==> src/rtl/mux4_arbiter_if.sv <==
// Bundle of request, data and grant signals shared between the four
// requesters (master side) and the round-robin mux arbiter (slave side).
interface mux4_arbiter_if;
    logic [3:0] req;
    logic [3:0] data_in;
    logic [3:0] grant;
    logic [1:0] sel;
    logic       data_out;
    logic       data_valid;
    logic       busy;
    logic       timeout;

    modport master (
        output req,
        output data_in,
        input  grant,
        input  sel,
        input  data_out,
        input  data_valid,
        input  busy,
        input  timeout
    );

    modport slave (
        input  req,
        input  data_in,
        output grant,
        output sel,
        output data_out,
        output data_valid,
        output busy,
        output timeout
    );
endinterface

==> src/rtl/mux4_arbiter.sv <==
// Round-robin arbiter and sequencer for the shared 4:1 mux path.
// One requester is granted at a time, each grant is bounded to MAX_HOLD
// cycles, and every grant is followed by exactly one GAP cycle in which
// the next winner is chosen. The previous winner always has the lowest
// priority, so a force-released requester waits behind the others.
module mux4_arbiter #(
    parameter int unsigned MAX_HOLD = 8
) (
    input logic           clk,
    input logic           rst_n,
    mux4_arbiter_if.slave bus
);

    typedef enum logic [1:0] {
        IDLE  = 2'd0,
        GRANT = 2'd1,
        GAP   = 2'd2
    } state_t;

    // hold_cnt value at which the current grant has lasted MAX_HOLD cycles
    localparam logic [7:0] HOLD_LAST = 8'(MAX_HOLD - 1);

    state_t     state;
    state_t     state_nx;
    logic [1:0] last;
    logic [1:0] last_nx;
    logic [1:0] sel_q;
    logic [1:0] sel_nx;
    logic [7:0] hold_cnt;
    logic [7:0] hold_nx;
    logic       data_q;
    logic       data_nx;
    logic       valid_q;
    logic       valid_nx;
    logic       timeout_q;
    logic       timeout_nx;

    logic       win_vld;
    logic [1:0] win;
    logic [1:0] cand;

    // Round-robin pick: scan last+1, last+2, last+3, last (mod 4).
    always_comb begin
        win_vld = 1'b0;
        win     = last;
        cand    = last;
        for (int k = 1; k <= 4; k++) begin
            cand = last + 2'(k);
            if (!win_vld && bus.req[cand]) begin
                win_vld = 1'b1;
                win     = cand;
            end
        end
    end

    // Next-state and next-register values for the IDLE/GRANT/GAP sequencer.
    always_comb begin
        state_nx   = state;
        last_nx    = last;
        sel_nx     = sel_q;
        hold_nx    = hold_cnt;
        data_nx    = data_q;
        valid_nx   = 1'b0;
        timeout_nx = 1'b0;
        case (state)
            IDLE, GAP: begin
                if (win_vld) begin
                    state_nx = GRANT;
                    last_nx  = win;
                    sel_nx   = win;
                    hold_nx  = 8'd0;
                end else begin
                    state_nx = IDLE;
                end
            end
            GRANT: begin
                data_nx  = bus.data_in[last];
                valid_nx = 1'b1;
                hold_nx  = hold_cnt + 8'd1;
                // A voluntary release wins over the hold limit.
                if (!bus.req[last]) begin
                    state_nx = GAP;
                end else if (hold_cnt == HOLD_LAST) begin
                    state_nx   = GAP;
                    timeout_nx = 1'b1;
                end
            end
            default: begin
                state_nx = IDLE;
            end
        endcase
    end

    // State, pointer, counter and output registers; reset favours requester 0.
    always_ff @(posedge clk or negedge rst_n) begin
        if (!rst_n) begin
            state     <= IDLE;
            last      <= 2'd3;
            sel_q     <= 2'd0;
            hold_cnt  <= 8'd0;
            data_q    <= 1'b0;
            valid_q   <= 1'b0;
            timeout_q <= 1'b0;
        end else begin
            state     <= state_nx;
            last      <= last_nx;
            sel_q     <= sel_nx;
            hold_cnt  <= hold_nx;
            data_q    <= data_nx;
            valid_q   <= valid_nx;
            timeout_q <= timeout_nx;
        end
    end

    // Grant and busy decode directly from state so reset drops them at once.
    always_comb begin
        bus.grant      = (state == GRANT) ? (4'b0001 << last) : 4'b0000;
        bus.busy       = (state != IDLE);
        bus.sel        = sel_q;
        bus.data_out   = data_q;
        bus.data_valid = valid_q;
        bus.timeout    = timeout_q;
    end

endmodule

==> src/flat_wrapper.sv <==
// flat-port wrapper written by rule: the top's interface ports become plain ports
module mux4_arbiter_flat 
#(
    parameter int unsigned MAX_HOLD = 8
)
  (clk, rst_n, bus_req, bus_data_in, bus_grant, bus_sel, bus_data_out, bus_data_valid, bus_busy, bus_timeout);
  mux4_arbiter_if bus_i ();
  input logic clk;
  input logic rst_n;
  input wire logic [$bits(bus_i.req)-1:0] bus_req;
  input wire logic [$bits(bus_i.data_in)-1:0] bus_data_in;
  output wire logic [$bits(bus_i.grant)-1:0] bus_grant;
  output wire logic [$bits(bus_i.sel)-1:0] bus_sel;
  output wire logic [$bits(bus_i.data_out)-1:0] bus_data_out;
  output wire logic [$bits(bus_i.data_valid)-1:0] bus_data_valid;
  output wire logic [$bits(bus_i.busy)-1:0] bus_busy;
  output wire logic [$bits(bus_i.timeout)-1:0] bus_timeout;
  assign bus_i.req = bus_req;
  assign bus_i.data_in = bus_data_in;
  assign bus_grant = bus_i.grant;
  assign bus_sel = bus_i.sel;
  assign bus_data_out = bus_i.data_out;
  assign bus_data_valid = bus_i.data_valid;
  assign bus_busy = bus_i.busy;
  assign bus_timeout = bus_i.timeout;
  mux4_arbiter #(.MAX_HOLD(MAX_HOLD)) u_core (.clk(clk), .rst_n(rst_n), .bus(bus_i));
endmodule
==> config.mk <==
export PLATFORM = sky130hd
export DESIGN_NAME = mux4_arbiter_flat
export DESIGN_NICKNAME = d
export VERILOG_FILES = /design/src/rtl/mux4_arbiter_if.sv /design/src/rtl/mux4_arbiter.sv /design/src/flat_wrapper.sv
export SDC_FILE = /design/constraint.sdc
export NUM_CORES = 1
export LEC_CHECK = 0
export BUFFER_PORTS_ARGS = -buffer_cell sky130_fd_sc_hd__buf_2
export CORE_MARGIN = 2
export CORE_UTILIZATION = 50
export DETAILED_ROUTE_END_ITERATION = 8
export PLACE_DENSITY = 0.84
export SETUP_SLACK_MARGIN = 0.4
export SYNTH_ARGS = -nofsm -noshare
export SYNTH_HDL_FRONTEND = slang
export SYNTH_SLANG_ARGS = --single-unit
==> constraint.sdc <==
create_clock -name clk -period 4.3 [get_ports clk]
set_clock_uncertainty 0.15 [all_clocks]
set_input_delay 0.645 -clock clk [delete_from_list [all_inputs] [get_ports clk]]
set_output_delay 0.645 -clock clk [all_outputs]
set_load 0.05 [all_outputs]
# Word-level counts from Yosys, hierarchy flattened

Index checks and enable logic that the tools add are counted.

Bits of input ports: 10
Register bits: 17
Word-level logic and storage cells: 62

$lt $le $gt $ge: 4
Add/subtract/negate cells: 4
Shifts and indexed selects: 1
Eq/ne operators: 5
Mux-type cells: 29
Reduce and logical (&&, ||, !) cells: 12

Operators with widths:

| kind                                                       | number |
|---|---|
| case mux 8 bit (2 select lines)                            | 1 |
| two-way mux 1 bit                                          | 14 |
| less-than comparator 2 x 3 -> 1 bit, second input constant | 4 |
| two-way mux 2 bit                                          | 6 |
| binary-select mux 1 bit (select 2 bit)                     | 5 |
| adder 8 x 1 -> 8 bit, second input constant                | 1 |
| equality test 8 x 3 -> 1 bit, second input constant        | 1 |
| two-way mux 8 bit                                          | 1 |
| adder 2 bit, second input constant                         | 2 |
| two-way mux 4 bit                                          | 1 |
| case mux 2 bit (2 select lines)                            | 1 |
| AND reduction 2 bit                                        | 2 |
| nonzero test 2 bit                                         | 2 |
| << shifter 1 x 2 -> 4 bit, first input constant            | 1 |
| logical AND 1 bit                                          | 3 |
| zero test 1 bit                                            | 3 |
| inequality test 3 bit, second input constant               | 1 |
| adder 2 x 1 -> 2 bit, second input constant                | 1 |
| equality test 2 x 1 -> 1 bit, second input constant        | 1 |
| equality test 2 bit, second input constant                 | 1 |
| zero test 2 bit                                            | 1 |
| inequality test 2 x 1 -> 1 bit, second input constant      | 1 |
| OR reduction 2 bit                                         | 1 |

# Logic depth before layout (Yosys ltp)

Depth in word-level cells: 15
Mapped depth: 9

# Worst setup path before layout

Ideal clock, no wire load.

Kind: flip-flop to flip-flop
Start point: register u_core.last[0]
End point: register u_core.last[0]
Arrival: 2283 ps
Setup time: 77 ps
Setup slack: 1789 ps
Period minus slack after synthesis: 2511 ps
Buffers on the path: 2
Stages on the path, launching flop included: 9
Cell sequence: dfstp_2 > buf_6 > inv_2 > ha_1 > buf_2 > a221o_1 > a221o_1 > a221o_1 > o22ai_1

Cells in the longest elaborated chain, start to end: 14
Elaborated cells on any way between the ends: 26
Classes of those cells: 3 x add/sub; 16 x mux; 7 x reduce/logical

Ends and longest elaborated chain:

| what                                    | line                | text |
|---|---|---|
| start: declaration                      | mux4_arbiter.sv:25  | `logic [1:0] last;` |
| start signal: assignment                | mux4_arbiter.sv:106 | `last <= last_nx;` |
| adder 2 x 1 -> 2 bit                    | mux4_arbiter.sv:48  | `cand = last + 2'(k);` |
| binary-select mux 1 bit (select 2 bit)  | mux4_arbiter.sv:49  | `if (!win_vld && bus.req[cand]) begin` |
| two-way mux 1 bit (not written as such) | mux4_arbiter.sv:49  |  |
| two-way mux 1 bit                       | mux4_arbiter.sv:49  |  |
| zero test 1 bit                         | mux4_arbiter.sv:49  |  |
| logical AND 1 bit                       | mux4_arbiter.sv:49  |  |
| two-way mux 1 bit                       | mux4_arbiter.sv:49  |  |
| zero test 1 bit                         | mux4_arbiter.sv:49  |  |
| logical AND 1 bit                       | mux4_arbiter.sv:49  |  |
| two-way mux 1 bit                       | mux4_arbiter.sv:49  |  |
| zero test 1 bit                         | mux4_arbiter.sv:49  |  |
| logical AND 1 bit                       | mux4_arbiter.sv:49  |  |
| two-way mux 1 bit                       | mux4_arbiter.sv:49  |  |
| AND reduction 2 bit (no line)           | -                   |  |

Parallel ways exist; a longest one is shown, timed or not. The select of a mux whose other input is x is not followed.
A chain may end at the register's enable or synchronous reset.

# Worst setup path in the final report

Start point: register u_core.last[0]
End point: register u_core.sel_q[1], in the netlist u_core.bus.sel[1]

Cells in the longest elaborated chain, start to end: 14
Elaborated cells on any way between the ends: 26
Classes of those cells: 3 x add/sub; 16 x mux; 7 x reduce/logical

Ends and longest elaborated chain:

| what                                    | line                | text |
|---|---|---|
| adder 2 x 1 -> 2 bit                    | mux4_arbiter.sv:48  |  |
| binary-select mux 1 bit (select 2 bit)  | mux4_arbiter.sv:49  |  |
| two-way mux 1 bit (not written as such) | mux4_arbiter.sv:49  |  |
| two-way mux 1 bit                       | mux4_arbiter.sv:49  |  |
| zero test 1 bit                         | mux4_arbiter.sv:49  |  |
| logical AND 1 bit                       | mux4_arbiter.sv:49  |  |
| two-way mux 1 bit                       | mux4_arbiter.sv:49  |  |
| zero test 1 bit                         | mux4_arbiter.sv:49  |  |
| logical AND 1 bit                       | mux4_arbiter.sv:49  |  |
| two-way mux 1 bit                       | mux4_arbiter.sv:49  |  |
| zero test 1 bit                         | mux4_arbiter.sv:49  |  |
| logical AND 1 bit                       | mux4_arbiter.sv:49  |  |
| two-way mux 1 bit                       | mux4_arbiter.sv:49  |  |
| AND reduction 2 bit (no line)           | -                   |  |
| end signal: assignment                  | mux4_arbiter.sv:107 | `sel_q <= sel_nx;` |
| end: declaration                        | mux4_arbiter.sv:27  | `logic [1:0] sel_q;` |

Parallel ways exist; a longest one is shown, timed or not. The select of a mux whose other input is x is not followed.

==> summary.txt <==
Critical path peak fanout = 12
CTS root buffer = clkbuf_4
Largest net degree at the start of global routing = 18
Count of distinct cell types in the synthesized netlist = 42
Worst-margin pin slew = 0.777 ns
Initial antenna violation count = 0
Router iterations before antenna repair = 4
Vias in the first global route = 905
Final core utilization = 57.2%
Grt ovf = 0
IO buf count = 19
Most frequent cells in the layout = buf_2 (19), nand2_1 (15), dfrtp_1 (15)
Routed Antenna Nets = 0
Total track usage = 19.2%
Placement Cell Area = 1210 um2
PD cells = 791 nW/um2
CP Capture Type = flop
Adder-Cell Fraction of Synth Area = 5.59%
Synth Cell Area = 1120 um2
Final period utilization = 65.1%
Via count = 979
Post-synthesis xor/xnor area fraction = 1.57%
Synth warn = 0
Worst slack, placed = 1.57 ns
Worst-path clk slew = 0.09 ns
Total power = 981 uW
Share of post-route cells with drive strength above 1 = 24.6%
DRT iter0 DRCs = 21
Syn_nets = 131
Peak VDD IR = 398 uV
Starting Density = 51.6%
Post-layout nets = 150
First-pass GRT wire length = 3.82 mm
Hold Crit Class = in -> async
Syn Inst Count = 116
Max Slew Vio Count = 0
LEAKAGE = 0.587 nW
Floorplan die height = 51.3 um
# resized after CTS = 0
# diodes = 0
DRC viols = 0
Final std cells w/o fill = 162
Final Cell Area = 1240 um2
CORE AREA = 2170 um2
FP Rows = 17
Ports = 20
Post-synthesis average cell area = 9.64 um2
Final number of setup-violating endpoints = 0
Vias/cell = 6.04
Synthesized flop and latch total = 17
Simple-Gate Fraction of Synth Area = 21.6%
Final Hold Slack = 0.0999 ns
FMAX = 0.357 GHz
CTS buffer count = 3
Post-CTS setup buffers = 0
Sequential share of the synthesized area = 38.3%
Worst Path Required = 4.29 ns
Clock sinks = 17
Status = complete, no violations
Critical path startpoint category = flop
GPL Wtd Cong = 0.892
Drt total wl = 2.31 mm
Relative slew slack = 46.8%
CTS tree = built
H-tree level count = 1
Wire per inst = 14.3 um
Post-synthesis compound-gate area fraction = 19.4%
Clock period minus worst slack = 2.80 ns
Post-CTS Hold Buffers = 0
CP arrival = 2.79 ns
Crit Path Class = reg -> reg
Max Cap Viol = 0
Placed insts = 158
Die Width = 51.3 um
RSZ-0062 raised after global routing = false
Clk Latency, worst-skew pair = 0.29 ns
Most common cell after layout, fill and taps aside = buf_2
Mux cell area share after synthesis = 8.61%
Synth-to-Final Area Change = 10.9%
Die ar. = 2630 um2
Setup WS post-layout = 1.50 ns
Final TNS setup = 0 ns
Main combinational cell family by area after synthesis = simple AND/OR/NAND/NOR gates
Final HPWL DP = 1.69 mm
Final hold violations = 0
CTS Buffer Depth = 2
worst max-delay path, cell delays in order, from the launching register on:
cell and delay, ns:
dfstp_2 0.70, inv_2 0.11, ha_1 0.41, a221o_1 0.41
o211a_1 0.15, a2111oi_0 0.62, a211oi_1 0.10
cell usage after synthesis:
cell,instances,area (um2)
a2111oi_0,1,8.76
a211o_1,1,8.76
a211oi_1,3,22.5
a21o_2,1,8.76
a21oi_1,2,10.0
a21oi_2,1,8.76
a221o_1,4,40.0
a221oi_1,1,8.76
a22oi_1,1,7.51
a31o_2,1,8.76
a31oi_1,2,12.5
and2_1,4,25.0
and3_1,2,12.5
and4_1,1,8.76
buf_2,1,5.00
buf_6,2,22.5
clkbuf_1,2,7.51
dfrtp_1,15,375
dfstp_2,2,52.6
ha_1,5,62.6
inv_1,3,11.3
inv_2,1,3.75
inv_4,1,6.26
mux2_2,1,11.3
mux2i_1,1,10.0
mux4_1,2,52.6
mux4_2,1,22.5
nand2_1,15,56.3
nand2b_1,3,18.8
nand3_1,4,20.0
nand3b_1,1,7.51
nand4_1,3,18.8
nor2_1,9,33.8
nor2b_1,2,12.5
nor3_1,3,15.0
nor4_1,1,6.26
o211a_1,2,20.0
o21ai_0,6,30.0
o22ai_1,1,6.26
o2bb2ai_2,1,15.0
or2_2,1,6.26
xor2_1,2,17.5
registers in the layout, indices dropped and copies added (netlist names):
signal and cells:
u_core.bus.data_out 1, u_core.bus.data_valid 1, u_core.bus.timeout 1, u_core.bus.sel 2, u_core.hold_cnt 8, u_core.state 2
u_core.last 2
power breakdown:
part / internal [mW] / total [mW] / leakage (nW) / switching (mW)
logic: 0.207 / 0.597 / 0.357 / 0.390
registers: 0.223 / 0.300 / 0.215 / 0.0778
clock network: 0.0361 / 0.0836 / 0.0150 / 0.0475
final timing paths:
| kind | end | from | slack, ns | cells after the start |
|---|---|---|---|---|
| max in group asynchronous | u_core.last[1]$_DFFE_PN1P_ | rst_n | 3.59 | 1 |
| max reg2reg | u_core.bus.sel[1]$_DFFE_PN0P_ | u_core.last[0]$_DFFE_PN1P_ | 1.50 | 6 |
| min reg2reg | u_core.bus.data_out$_DFFE_PN0N_ | u_core.bus.data_out$_DFFE_PN0N_ | 0.36 | 2 |
| max | u_core.bus.sel[1]$_DFFE_PN0P_ | u_core.last[0]$_DFFE_PN1P_ | 1.50 | 6 |
| min in group clk | u_core.bus.data_out$_DFFE_PN0N_ | u_core.bus.data_out$_DFFE_PN0N_ | 0.36 | 2 |
| min | u_core.bus.data_out$_DFFE_PN0N_ | rst_n | 0.1 | 1 |
layout make-up:
type                    instances  area [um2]
fillers                       205         930
multi-input cells              89         634
flip-flops and latches         17         428
repair buffers                 19        95.1
well taps                      28        35.0
clock buffers                   4        26.3
inverters                       5        21.3
kinds of logic (layout without fill, tap and decap cells):
logic type | after synthesis | after routing
multiplexers | 5 | 5
AO/OA/AOI/OAI | 28 | 28
adder cells (fa/ha/maj) | 5 | 5
buffers and inverters | 10 | 28
AND/OR/NAND/NOR | 49 | 49
XOR/XNOR | 2 | 2
flip-flops | 17 | 17
routing by layer:
layer / track usage [%] / wire [um] / share of wire [%]
met5: 0 / 0 / 0
met1: 22.7 / 965 / 42
met2: 33.8 / 1170 / 51
met3: 2.92 / 119 / 5.1
met4: 9.65 / 58 / 2.5
No activity file was read; power rests on OpenSTA's default activity.
